===== config.mk =====
export PLATFORM = sky130hd
export DESIGN_NAME = uart_tx_engine
export DESIGN_NICKNAME = d
export VERILOG_FILES = /design/src/rtl/uart_pkg.sv /design/src/rtl/uart_baud_gen.sv /design/src/rtl/uart_tx_engine.sv
export SDC_FILE = /design/constraint.sdc
export NUM_CORES = 1
export LEC_CHECK = 0
export BUFFER_PORTS_ARGS = -buffer_cell sky130_fd_sc_hd__buf_2
export CAP_MARGIN = 20
export CELL_PAD_IN_SITES_DETAIL_PLACEMENT = 0
export CELL_PAD_IN_SITES_GLOBAL_PLACEMENT = 1
export CORE_MARGIN = 4
export CORE_UTILIZATION = 43
export CTS_CLUSTER_DIAMETER = 60
export DETAILED_ROUTE_END_ITERATION = 16
export HOLD_SLACK_MARGIN = 0.05
export PLACE_DENSITY_LB_ADDON = 0.1
export SLEW_MARGIN = 20
export SYNTH_ARGS = -nofsm -noshare
export SYNTH_HDL_FRONTEND = slang
export SYNTH_SLANG_ARGS = --single-unit

===== constraint.sdc =====
create_clock -name clk -period 3.3 [get_ports clk]
set_input_delay 0.66 -clock clk [delete_from_list [all_inputs] [get_ports clk]]
set_output_delay 0.66 -clock clk [all_outputs]
set_load 0.01 [all_outputs]

===== src/rtl/uart_pkg.sv =====
// Shared UART definitions: frame state encoding and line constants.
// Used by both the TX and RX engines.
package uart_pkg;

  localparam int   DATA_W_DEF = 8;
  localparam logic IDLE_LEVEL = 1'b1;

  typedef enum logic [2:0] {
    IDLE,
    START,
    DATA,
    PARITY,
    STOP
  } uart_state_e;

endpackage


===== src/rtl/uart_baud_gen.sv =====
// Loadable bit-period down-counter; tick marks the last cycle of the current bit.
// A divisor of 0 behaves like 1 (one cycle per bit).
module uart_baud_gen #(
  parameter int DIV_W = 16
) (
  input  logic             clk,
  input  logic             rst,
  input  logic             load,
  input  logic [DIV_W-1:0] div,
  output logic             tick
);

  logic [DIV_W-1:0] cnt_q;

  // NOTE: state registers use non-blocking assignments so every flop samples pre-edge values.
  always_ff @(posedge clk) begin
    if (rst) begin
      cnt_q <= '0;
    end else if (load) begin
      cnt_q <= (div == '0) ? '0 : div - DIV_W'(1);
    end else if (cnt_q != '0) begin
      cnt_q <= cnt_q - DIV_W'(1);
    end
  end

  assign tick = (cnt_q == '0);

endmodule


===== src/rtl/uart_tx_engine.sv =====
// UART transmit serializer: start, LSB-first data, optional parity, 1/2 stop bits.
// All outputs are registered; status strobes feed the UART status register.
module uart_tx_engine
  import uart_pkg::*;
#(
  parameter int DIV_W  = 16,
  parameter int DATA_W = DATA_W_DEF
) (
  input  logic              clk,
  input  logic              rst,
  input  logic              start,
  input  logic [DATA_W-1:0] din,
  input  logic [DIV_W-1:0]  baud_div,
  input  logic              par_en,
  input  logic              par_odd,
  input  logic              stop2,
  output logic              tx,
  output logic              TXactive,
  output logic              TXdone,
  output logic              loadTXactive,
  output logic              loadTXdone
);

  localparam int              IDX_W    = (DATA_W > 1) ? $clog2(DATA_W) : 1;
  localparam logic [IDX_W-1:0] LAST_IDX = IDX_W'(DATA_W - 1);

  uart_state_e       state_q, state_d;
  logic [DATA_W-1:0] shift_q, shift_d;
  logic [IDX_W-1:0]  idx_q, idx_d;
  logic              stop_q, stop_d;
  logic              par_q, par_d;
  logic [DIV_W-1:0]  div_q;
  logic              par_en_q, stop2_q;
  logic              tx_q, tx_d;
  logic              active_q, active_d;
  logic              ld_active_q, ld_active_d;
  logic              done_q, done_d;
  logic              capture, load, tick;
  logic [DIV_W-1:0]  div_sel;

  // The frame's first bit period must use the divisor presented with start.
  assign div_sel = (state_q == IDLE) ? baud_div : div_q;

  uart_baud_gen #(.DIV_W(DIV_W)) u_baud (
    .clk  (clk),
    .rst  (rst),
    .load (load),
    .div  (div_sel),
    .tick (tick)
  );

  // NOTE: every signal written here gets a default first, so no path can infer a latch.
  always_comb begin
    state_d     = state_q;
    shift_d     = shift_q;
    idx_d       = idx_q;
    stop_d      = stop_q;
    par_d       = par_q;
    tx_d        = tx_q;
    active_d    = active_q;
    ld_active_d = 1'b0;
    done_d      = 1'b0;
    capture     = 1'b0;
    load        = 1'b0;

    unique case (state_q)
      IDLE: begin
        tx_d = IDLE_LEVEL;
        if (start) begin
          capture     = 1'b1;
          load        = 1'b1;
          state_d     = START;
          tx_d        = 1'b0;
          active_d    = 1'b1;
          ld_active_d = 1'b1;
          shift_d     = din;
          par_d       = par_odd;
          idx_d       = '0;
          stop_d      = 1'b0;
        end
      end
      START: if (tick) begin
        load    = 1'b1;
        state_d = DATA;
        tx_d    = shift_q[0];
      end
      DATA: if (tick) begin
        load    = 1'b1;
        par_d   = par_q ^ shift_q[0];
        shift_d = shift_q >> 1;
        if (idx_q == LAST_IDX) begin
          state_d = par_en_q ? PARITY : STOP;
          tx_d    = par_en_q ? (par_q ^ shift_q[0]) : IDLE_LEVEL;
        end else begin
          idx_d = idx_q + IDX_W'(1);
          tx_d  = shift_q[1];
        end
      end
      PARITY: if (tick) begin
        load    = 1'b1;
        state_d = STOP;
        tx_d    = IDLE_LEVEL;
      end
      STOP: if (tick) begin
        if (stop2_q && !stop_q) begin
          load   = 1'b1;
          stop_d = 1'b1;
        end else begin
          state_d  = IDLE;
          active_d = 1'b0;
          done_d   = 1'b1;
        end
      end
      default: state_d = IDLE;
    endcase
  end

  always_ff @(posedge clk) begin
    if (rst) begin
      state_q     <= IDLE;
      shift_q     <= '0;
      idx_q       <= '0;
      stop_q      <= 1'b0;
      par_q       <= 1'b0;
      div_q       <= '0;
      par_en_q    <= 1'b0;
      stop2_q     <= 1'b0;
      tx_q        <= IDLE_LEVEL;
      active_q    <= 1'b0;
      ld_active_q <= 1'b0;
      done_q      <= 1'b0;
    end else begin
      state_q     <= state_d;
      shift_q     <= shift_d;
      idx_q       <= idx_d;
      stop_q      <= stop_d;
      par_q       <= par_d;
      tx_q        <= tx_d;
      active_q    <= active_d;
      ld_active_q <= ld_active_d;
      done_q      <= done_d;
      if (capture) begin
        div_q    <= baud_div;
        par_en_q <= par_en;
        stop2_q  <= stop2;
      end
    end
  end

  assign tx           = tx_q;
  assign TXactive     = active_q;
  assign TXdone       = done_q;
  assign loadTXactive = ld_active_q;
  assign loadTXdone   = done_q;

endmodule


==> results.yml <==
synth:
  async_reset_ff_share_pct: 0
  yosys.area.top_type_share_pct: 35.1
  synth_area_um2: 3080
  ys.flop_type: "dfxtp_1"
  synthCells: 389
  ys_ff_latch: 54
  avgSynthCellArea_um2: 7.92
  netlist_top_cells_area: "dfxtp_1, mux2i_1, nand2_1"
  synthesis.nets: 424
  ys_types: 49
  yosys.area.top_type: "dfxtp_1"
  yosys_warnings: 0
  synth_edf_count: 0
  yosysSeqAreaShare_pct: 35.1
final_layout:
  final_cell_mix: "nand2_1, dfxtp_1, nor2_1"
  nets: 451
  area_growth_pct: 11.9
  antennaDiodeCount: 0
  final_common_cell: "nand2_1"
  drive_above_1_share_pct: 13.2
  nFillCells: 695
timing:
  tightest_slew_ns: 0.711
  finalHoldViolCount: 0
  finClkSkew_ns: 0.0104
  fmax_mhz: 378
  finalSetupTns_ns: 0
  final_max_slew_viol_count: 0
  setup_viol: 0
  fin_crit_sh_pct: 80.1
  max_slew_margin_pct: 52.2
  rsz0062_at_grt: "false"
  whs_ns: 0.472
  finalCriticalPeriod_ns: 2.64
min_path:
  hp-class: "flip-flop to flip-flop"
run:
  maxCapViolations: 0
clock_tree:
  cts_hold_buf: 0
  max-clock-path-buffers: 2
  clock_latency_ns: 0.31
  numCtsBuffers: 5
  post_cts_buffers: 0
  cts.repair.resized: 0
  cts_tree: "done"
  cts_root_buf: "clkbuf_8"
  cts_sinks: 54
  clk_pin_slew_ns: 0.10
  cts_max_level: 2
setup_path:
  arrival_ns: 2.82
  endpoint_kind: "flip-flop"
  crit_type: "flip-flop to flip-flop"
  required_ns: 3.48
  cp_max_fo: 14
  crit_path_start_kind: "flip-flop"
global_routing:
  grt_pass1_vias: 2626
  grtUsageTotal_pct: 18.8
  antenna_found_initial: 0
  grt-ovfl-total: 0
  grt_pass1_wl_um: 12900
  grt_max_degree: 26
placed_design:
  port-buffer-count: 34
  place.gp.congestion: 0.876
  dp_hpwl_um: 5600
route:
  drt_iter0_markers: 148
  dr_total_vias: 2782
  drt_pre_antenna_iters: 7
  drt-total-wl_um: 7670
  drcViolationCount: 0
  wl_per_cell_um: 15.0
  drtAntennaViolNets: 0
  via_per_inst: 5.42
floorplan:
  initial_core_util_pct: 44.8
  rows: 30
  ios: 35
  fp.coreArea_um2: 6870
  die_x_um: 92.6
  die_y_um: 92.6
  die_area_um2: 8580
outcome:
  status: "complete, no violations"
power:
  power.density_nw_per_um2: 711
  total_leakage_power_nw: 1.45
  max-vdd-ir-drop_mv: 0.275
==> metrics by stage <==
stage | std cells | area (um^2) | power [mW] | utilization, % | worst slack [ns]
6_report | 513 | 3450 | 2.45 | 50.2 | 0.656
4_1_cts | 513 | 3450 | 2.47 | 50.2 | 0.636
5_1_grt | 513 | 3450 | 2.65 | 50.2 | 0.457
2_1_floorplan | 389 | 3080 | 1.77 | - | 0.493
3_3_place_gp | 505 | 3340 | 2.02 | 48.6 | 0.553
3_5_place_dp | 505 | 3340 | 2.03 | 48.6 | 0.512
==> cell families after synthesis <==
group                    Yosys count  synth area share, %
AO/OA/AOI/OAI                     79                 16.4
XOR/XNOR                          27                 7.68
adder cells (fa/ha/maj)            5                 2.03
buffers and inverters             27                 3.78
flip-flops                        54                 35.1
multiplexers                      28                 9.10
AND/OR/NAND/NOR                  169                 25.9
==> worst max-delay path, cell delays in order (launching register included) <==
cell	delay [ns]
dfxtp_1	0.60
nor3_2	0.09
buf_4	0.21
or4_1	0.56
a211oi_4	0.42
a31oi_2	0.21
nand2b_2	0.27
o22ai_1	0.14
==> Yosys cell counts (all sizes together) (6+ instances only) <==
| master | n |
|---|---|
| a211oi | 11 |
| a21oi | 27 |
| a22oi | 7 |
| buf | 6 |
| clkbuf | 16 |
| dfxtp | 54 |
| mux2i | 28 |
| nand2 | 59 |
| nand2b | 8 |
| nor2 | 44 |
| nor3 | 18 |
| nor4 | 7 |
| o21ai | 11 |
| o22ai | 11 |
| or3 | 7 |
| xnor2 | 15 |
| xor2 | 12 |
==> worst paths after layout <==
kind	end	slack (ns)	depth (start not counted)	start
max reg2reg	u_baud.cnt_q[3]$_SDFFE_PP0P_	0.66	7	state_q[2]$_SDFFE_PP0P_
min	stop2_q$_SDFFE_PP0P_	0.47	2	stop2_q$_SDFFE_PP0P_
max	u_baud.cnt_q[3]$_SDFFE_PP0P_	0.66	7	state_q[2]$_SDFFE_PP0P_
min reg2reg	stop2_q$_SDFFE_PP0P_	0.47	2	stop2_q$_SDFFE_PP0P_
==> final cells by class <==
type / count / area, um^2 / share of cell area [%]
well taps: 96 / 120 / 3.48
inverters: 5 / 18.8 / 0.544
repair buffers: 42 / 230 / 6.68
clock buffers: 8 / 110 / 3.19
flip-flops and latches: 54 / 1080 / 31.4
multi-input cells: 308 / 1890 / 54.7
==> registers in the layout, summed over array words and instances (netlist names), 3 cells and up <==
signal        count
div_q            16
u_baud.cnt_q     16
shift_q           8
idx_q             3
state_q           3
==> routing by layer <==
metal  vias up  track usage (%)  wire (um)
li1       1431                -          -
met1      1296             26.1       3830
met2        46             29.9       3490
met3         9             3.25        251
met4         0             5.49        106
met5         -                0          0
==> power by group <==
part / total [mW] / switching [mW] / internal, mW
Combinational: 1.09 / 0.619 / 0.470
Sequential: 0.930 / 0.139 / 0.791
Clock: 0.431 / 0.219 / 0.212
Note: power is estimated with default switching activity, not from simulation.
